<file path="src/rtl/ladybird_bus_arbiter.sv">
// Round-robin arbiter sharing one single-ported target between N_REQ masters, one transaction at a time.
// Optional response watchdog enabled by defining LADYBIRD_ARB_TIMEOUT_EN.
module ladybird_bus_arbiter #(
  parameter int N_REQ          = 2,
  parameter int XLEN           = 32,
  parameter int TIMEOUT_CYCLES = 256
) (
  input  logic                       clk,
  input  logic                       nrst,
  input  logic [N_REQ-1:0]           req_valid,
  output logic [N_REQ-1:0]           req_ready,
  input  logic [N_REQ*XLEN-1:0]      req_addr,
  input  logic [N_REQ-1:0]           req_we,
  input  logic [N_REQ*XLEN/8-1:0]    req_wstrb,
  input  logic [N_REQ*XLEN-1:0]      req_wdata,
  output logic [N_REQ-1:0]           rsp_valid,
  output logic [XLEN-1:0]            rsp_data,
  output logic                       rsp_err,
  output logic                       tgt_valid,
  input  logic                       tgt_ready,
  output logic [XLEN-1:0]            tgt_addr,
  output logic                       tgt_we,
  output logic [XLEN/8-1:0]          tgt_wstrb,
  output logic [XLEN-1:0]            tgt_wdata,
  input  logic                       tgt_rsp_valid,
  input  logic [XLEN-1:0]            tgt_rsp_data,
  output logic [$clog2(N_REQ)-1:0]   owner,
  output logic                       busy
);

  localparam int OW = $clog2(N_REQ);
  localparam int SW = XLEN / 8;

  typedef enum logic [1:0] {IDLE, ISSUE, WAIT} state_e;

  state_e            state_q;
  logic [OW-1:0]     owner_q, rr_ptr_q;
  logic              tgt_valid_q, busy_q, tgt_we_q;
  logic [XLEN-1:0]   tgt_addr_q, tgt_wdata_q;
  logic [SW-1:0]     tgt_wstrb_q;

  logic [XLEN-1:0]   addr_a  [N_REQ];
  logic [XLEN-1:0]   wdata_a [N_REQ];
  logic [SW-1:0]     wstrb_a [N_REQ];

  for (genvar g = 0; g < N_REQ; g++) begin : g_unpack
    assign addr_a[g]  = req_addr[g*XLEN +: XLEN];
    assign wdata_a[g] = req_wdata[g*XLEN +: XLEN];
    assign wstrb_a[g] = req_wstrb[g*SW +: SW];
  end

  logic              win_found;
  logic [OW-1:0]     win_idx, scan_idx;
  logic [N_REQ-1:0]  owner_oh;

  // First pending request scanning upward from rr_ptr, wrapping modulo N_REQ.
  always_comb begin
    // NOTE: every variable gets a default before any branch, so no latch is inferred.
    win_found = 1'b0;
    win_idx   = rr_ptr_q;
    scan_idx  = '0;
    owner_oh  = '0;
    owner_oh[owner_q] = 1'b1;
    for (int i = 0; i < N_REQ; i++) begin
      scan_idx = OW'((int'(rr_ptr_q) + i) % N_REQ);
      if (!win_found && req_valid[scan_idx]) begin
        win_found = 1'b1;
        win_idx   = scan_idx;
      end
    end
  end

  logic timeout;

`ifdef LADYBIRD_ARB_TIMEOUT_EN
  localparam int CW = $clog2(TIMEOUT_CYCLES) + 1;
  logic [CW-1:0] wait_cnt_q;

  // Cleared while in ISSUE so the first WAIT cycle always starts from zero.
  always_ff @(posedge clk) begin
    if (!nrst)                wait_cnt_q <= '0;
    else if (state_q == ISSUE) wait_cnt_q <= '0;
    else if (state_q == WAIT)  wait_cnt_q <= wait_cnt_q + CW'(1);
  end

  assign timeout = (state_q == WAIT) && (wait_cnt_q == CW'(TIMEOUT_CYCLES - 1));
`else
  assign timeout = 1'b0;
`endif

  logic complete;
  assign complete = ((state_q == ISSUE) && tgt_ready && tgt_rsp_valid) ||
                    ((state_q == WAIT) && (tgt_rsp_valid || timeout));

  assign req_ready = ((state_q == ISSUE) && tgt_ready) ? owner_oh : '0;
  assign rsp_valid = complete ? owner_oh : '0;
  assign rsp_err   = timeout && !tgt_rsp_valid;
  assign rsp_data  = rsp_err ? '0 : tgt_rsp_data;

  always_ff @(posedge clk) begin
    // NOTE: sequential state uses non-blocking assignments so every register sees pre-edge values.
    if (!nrst) begin
      state_q     <= IDLE;
      owner_q     <= '0;
      rr_ptr_q    <= '0;
      tgt_valid_q <= 1'b0;
      busy_q      <= 1'b0;
      tgt_addr_q  <= '0;
      tgt_we_q    <= 1'b0;
      tgt_wstrb_q <= '0;
      tgt_wdata_q <= '0;
    end else begin
      case (state_q)
        IDLE: if (win_found) begin
          tgt_addr_q  <= addr_a[win_idx];
          tgt_we_q    <= req_we[win_idx];
          tgt_wstrb_q <= wstrb_a[win_idx];
          tgt_wdata_q <= wdata_a[win_idx];
          owner_q     <= win_idx;
          tgt_valid_q <= 1'b1;
          busy_q      <= 1'b1;
          state_q     <= ISSUE;
        end
        ISSUE: if (tgt_ready) begin
          tgt_valid_q <= 1'b0;
          if (tgt_rsp_valid) begin
            state_q  <= IDLE;
            busy_q   <= 1'b0;
            rr_ptr_q <= (owner_q == OW'(N_REQ - 1)) ? '0 : owner_q + OW'(1);
          end else begin
            state_q <= WAIT;
          end
        end
        WAIT: if (tgt_rsp_valid || timeout) begin
          state_q  <= IDLE;
          busy_q   <= 1'b0;
          rr_ptr_q <= (owner_q == OW'(N_REQ - 1)) ? '0 : owner_q + OW'(1);
        end
        default: state_q <= IDLE;
      endcase
    end
  end

  assign tgt_valid = tgt_valid_q;
  assign tgt_addr  = tgt_addr_q;
  assign tgt_we    = tgt_we_q;
  assign tgt_wstrb = tgt_wstrb_q;
  assign tgt_wdata = tgt_wdata_q;
  assign owner     = owner_q;
  assign busy      = busy_q;

endmodule

</file>
<file path="config.mk">
export PLATFORM = sky130hd
export DESIGN_NAME = ladybird_bus_arbiter
export DESIGN_NICKNAME = d
export VERILOG_FILES = /design/src/rtl/ladybird_bus_arbiter.sv
export SDC_FILE = /design/constraint.sdc
export NUM_CORES = 1
export LEC_CHECK = 0
export CAP_MARGIN = 40
export CORE_MARGIN = 2
export CORE_UTILIZATION = 38
export CTS_CLUSTER_DIAMETER = 40
export DETAILED_ROUTE_END_ITERATION = 8
export PLACE_DENSITY = 0.86
export SLEW_MARGIN = 20
export SYNTH_ARGS = -nofsm -noshare
export SYNTH_HDL_FRONTEND = slang
export SYNTH_SLANG_ARGS = --single-unit
</file>
<file path="constraint.sdc">
create_clock -name clk -period 2.2 [get_ports clk]
set_clock_uncertainty 0.1 [all_clocks]
set_input_delay 0.22 -clock clk [delete_from_list [all_inputs] [get_ports clk]]
set_output_delay 0.22 -clock clk [all_outputs]
set_load 0.01 [all_outputs]
</file>
==> impl_metrics.tcl <==
set metrics [dict create \
    status "complete, no violations" \
    antenna_cells 0 \
    grt_pass1_wl_mm 23.74 \
    pin_count 285 \
    post-cts-setup-buffers 0 \
    die-width_um 114.6 \
    rsz0062_at_grt "false" \
    synth_warnings 0 \
    finalSetupTns_ns 0 \
    place_congestion 0.8045 \
    cts_tree "built" \
    grt_max_degree 141 \
    yosysSeqAreaShare 0.3230 \
    numCtsBuffers 9 \
    final_layout_size_suffix_gt1_frac 0.05532 \
    ant_nets 0 \
    clk_pin_slew_ns 0.06 \
    viasPerCell 5.872 \
    die_y_um 114.6 \
    clockRootBuffer "clkbuf_16" \
    worstPathMaxFanout 4 \
    slew_headroom 0.5617 \
    h-tree-depth 3 \
    clk_latency_ns 0.32 \
    dieArea_sq_um 13130 \
    fin_nets 879 \
    critPathKind "reg -> out" \
    power_leakage_nw 2.421 \
    synth_cells 568 \
    ir_drop_mv 0.4068 \
    first_global_vias 4910 \
    final_common_cell "clkdlybuf4s50_1" \
    finalHoldViolCount 0 \
    fmax_ghz 0.4731 \
    min_path_type "in -> reg" \
    post-route-min-period_ns 2.114 \
    place_hpwl_mm 10.09 \
    drc 0 \
    initial_core_util 0.3886 \
    firstDrtPassIters 5 \
    syn-cell-area_sq_um 4648 \
    slew_viol_final 0 \
    critPathArrivalTime_ns 1.79 \
    final_cell_mix "clkdlybuf4s50_1, dfxtp_1, inv_1" \
    vias 5003 \
    core-area_sq_um 11960 \
    powerDensity_nw_per_um2 676.8 \
    area_delta_synth_final_pct 48.75 \
    drt-initial-drc-count 433 \
    cts_hold_buf 0 \
    required_ns 1.88 \
    r2r-start "state_q[0]" \
    ys_types 30 \
    antenna_found_initial 0 \
    period_share 0.9607 \
    wl_per_cell_um 17.72 \
    grt_overflow 0 \
    numPortBuffers 219 \
    grt_usage 0.2198 \
    worst_setup_path_end_kind "output pin" \
    avgSynthCellArea_sq_um 8.183 \
    cts.path.max_buffers 2 \
    rows 40 \
    synth_fp_nets 747 \
    ys_ff_latch 75 \
    worst_pin_slew_ns 0.6574 \
    drt_wl_total_mm 15.10 \
    holdWs_ns 0.2760 \
    clock_sinks 75 \
    final-setup-viol-count 0 \
    hp-start "req_valid[1]" \
    startpoint_type "register" \
    startpoint "state_q[0]" \
    cap_violations 0 \
]
-- final timing paths --
check,endpoint,slack [ns],depth (start not counted)
max,rsp_valid[1],0.09,6
min reg2reg,busy,0.38,2
max reg2reg,tgt_wdata[2],0.29,6
min,tgt_addr[5],0.28,3
-- flip-flops by register name, indices dropped and copies added, names as in the netlist --
signal and flops:
owner 1, rr_ptr_q 1, busy 1, tgt_wstrb 4
tgt_we 1, tgt_wdata 32, state_q 2, tgt_valid 1
tgt_addr 32
-- logic make-up (layout without fill, tap and decap cells) --
kind of cell,Yosys count,count (layout),share of synthesized area
multiplexers,1,1,0.002422
adder cells (fa/ha/maj),3,3,0.008076
AO/OA/AOI/OAI,221,221,0.3561
flip-flops,75,75,0.3230
AND/OR/NAND/NOR,83,83,0.1271
other,1,1,0.0008068
buffers and inverters,184,321,0.1825
-- cells in the mapped netlist --
library cell | number | area, sq um
a2111oi_0 | 69 | 604.3
a21o_1 | 1 | 7.510
a21oi_1 | 4 | 20.02
a311oi_1 | 1 | 8.760
buf_1 | 8 | 30.03
buf_2 | 5 | 25.02
buf_4 | 36 | 270.3
buf_6 | 2 | 22.52
clkbuf_1 | 57 | 214.0
clkbuf_2 | 1 | 5.000
conb_1 | 1 | 3.750
dfxtp_1 | 75 | 1501
ha_1 | 3 | 37.54
inv_1 | 73 | 274.0
inv_2 | 2 | 7.510
mux2_2 | 1 | 11.26
nand2_1 | 4 | 15.01
nor2_1 | 5 | 18.77
nor2b_1 | 2 | 12.51
nor3b_1 | 69 | 518.0
nor3b_2 | 1 | 12.51
o2111ai_1 | 69 | 604.3
o211ai_1 | 1 | 7.510
o21a_2 | 1 | 8.760
o21ai_0 | 70 | 350.3
o221a_2 | 1 | 11.26
o311a_1 | 1 | 10.01
o31ai_1 | 3 | 22.52
or3_1 | 1 | 6.260
or4_1 | 1 | 7.510
-- worst max-delay path, cell delays in order, from the launching register on --
cell,delay (ns)
dfxtp_1,0.32
inv_1,0.11
ha_2,0.24
a21o_1,0.09
nand2_1,0.07
nor2_1,0.11
clkdlybuf4s50_1,0.54
-- per-layer routing --
layer,up-vias,track usage,wire [um]
met5,-,0,0
met4,0,0.09431,476
met3,45,0.04870,1032
met2,210,0.3748,7509
met1,2356,0.2656,6082
li1,2392,-,-
-- through the flow --
stage	util	std cells	cell area (sq um)	setup slack, ns	power, mW
global route	0.5780	852	6914	0.006315	4.930
floorplan	-	568	4648	0.5925	2.457
finish	0.5780	852	6914	0.08647	4.680
CTS	0.5776	852	6909	0.04757	4.713
detailed placement	0.5530	836	6615	0.1706	3.240
global placement	0.5514	835	6595	0.2267	3.184
-- power breakdown --
part	total, mW	internal, mW	switching [mW]
Clock	1.46	0.874	0.584
Combinational	1.56	0.805	0.752
Sequential	1.66	1.56	0.108
Total	4.68	3.24	1.44
-- area by class of cell --
cell class | count | area [sq um]
fill | 1051 | 5047
timing repair buffer | 230 | 2342
multi-input combinational | 309 | 2306
sequential | 75 | 1505
inverter | 75 | 282.8
clock buffer | 9 | 225.2
tap | 147 | 183.9
clock inverter | 7 | 68.82
-- timing repair --
| action | CTS | global route |
|---|---|---|
| setup endpoints to repair | 0 | 4 |
| hold endpoints to repair | 0 | 0 |
| resized for setup | 0 | 2 |
Power figures use the tool's default switching activity.
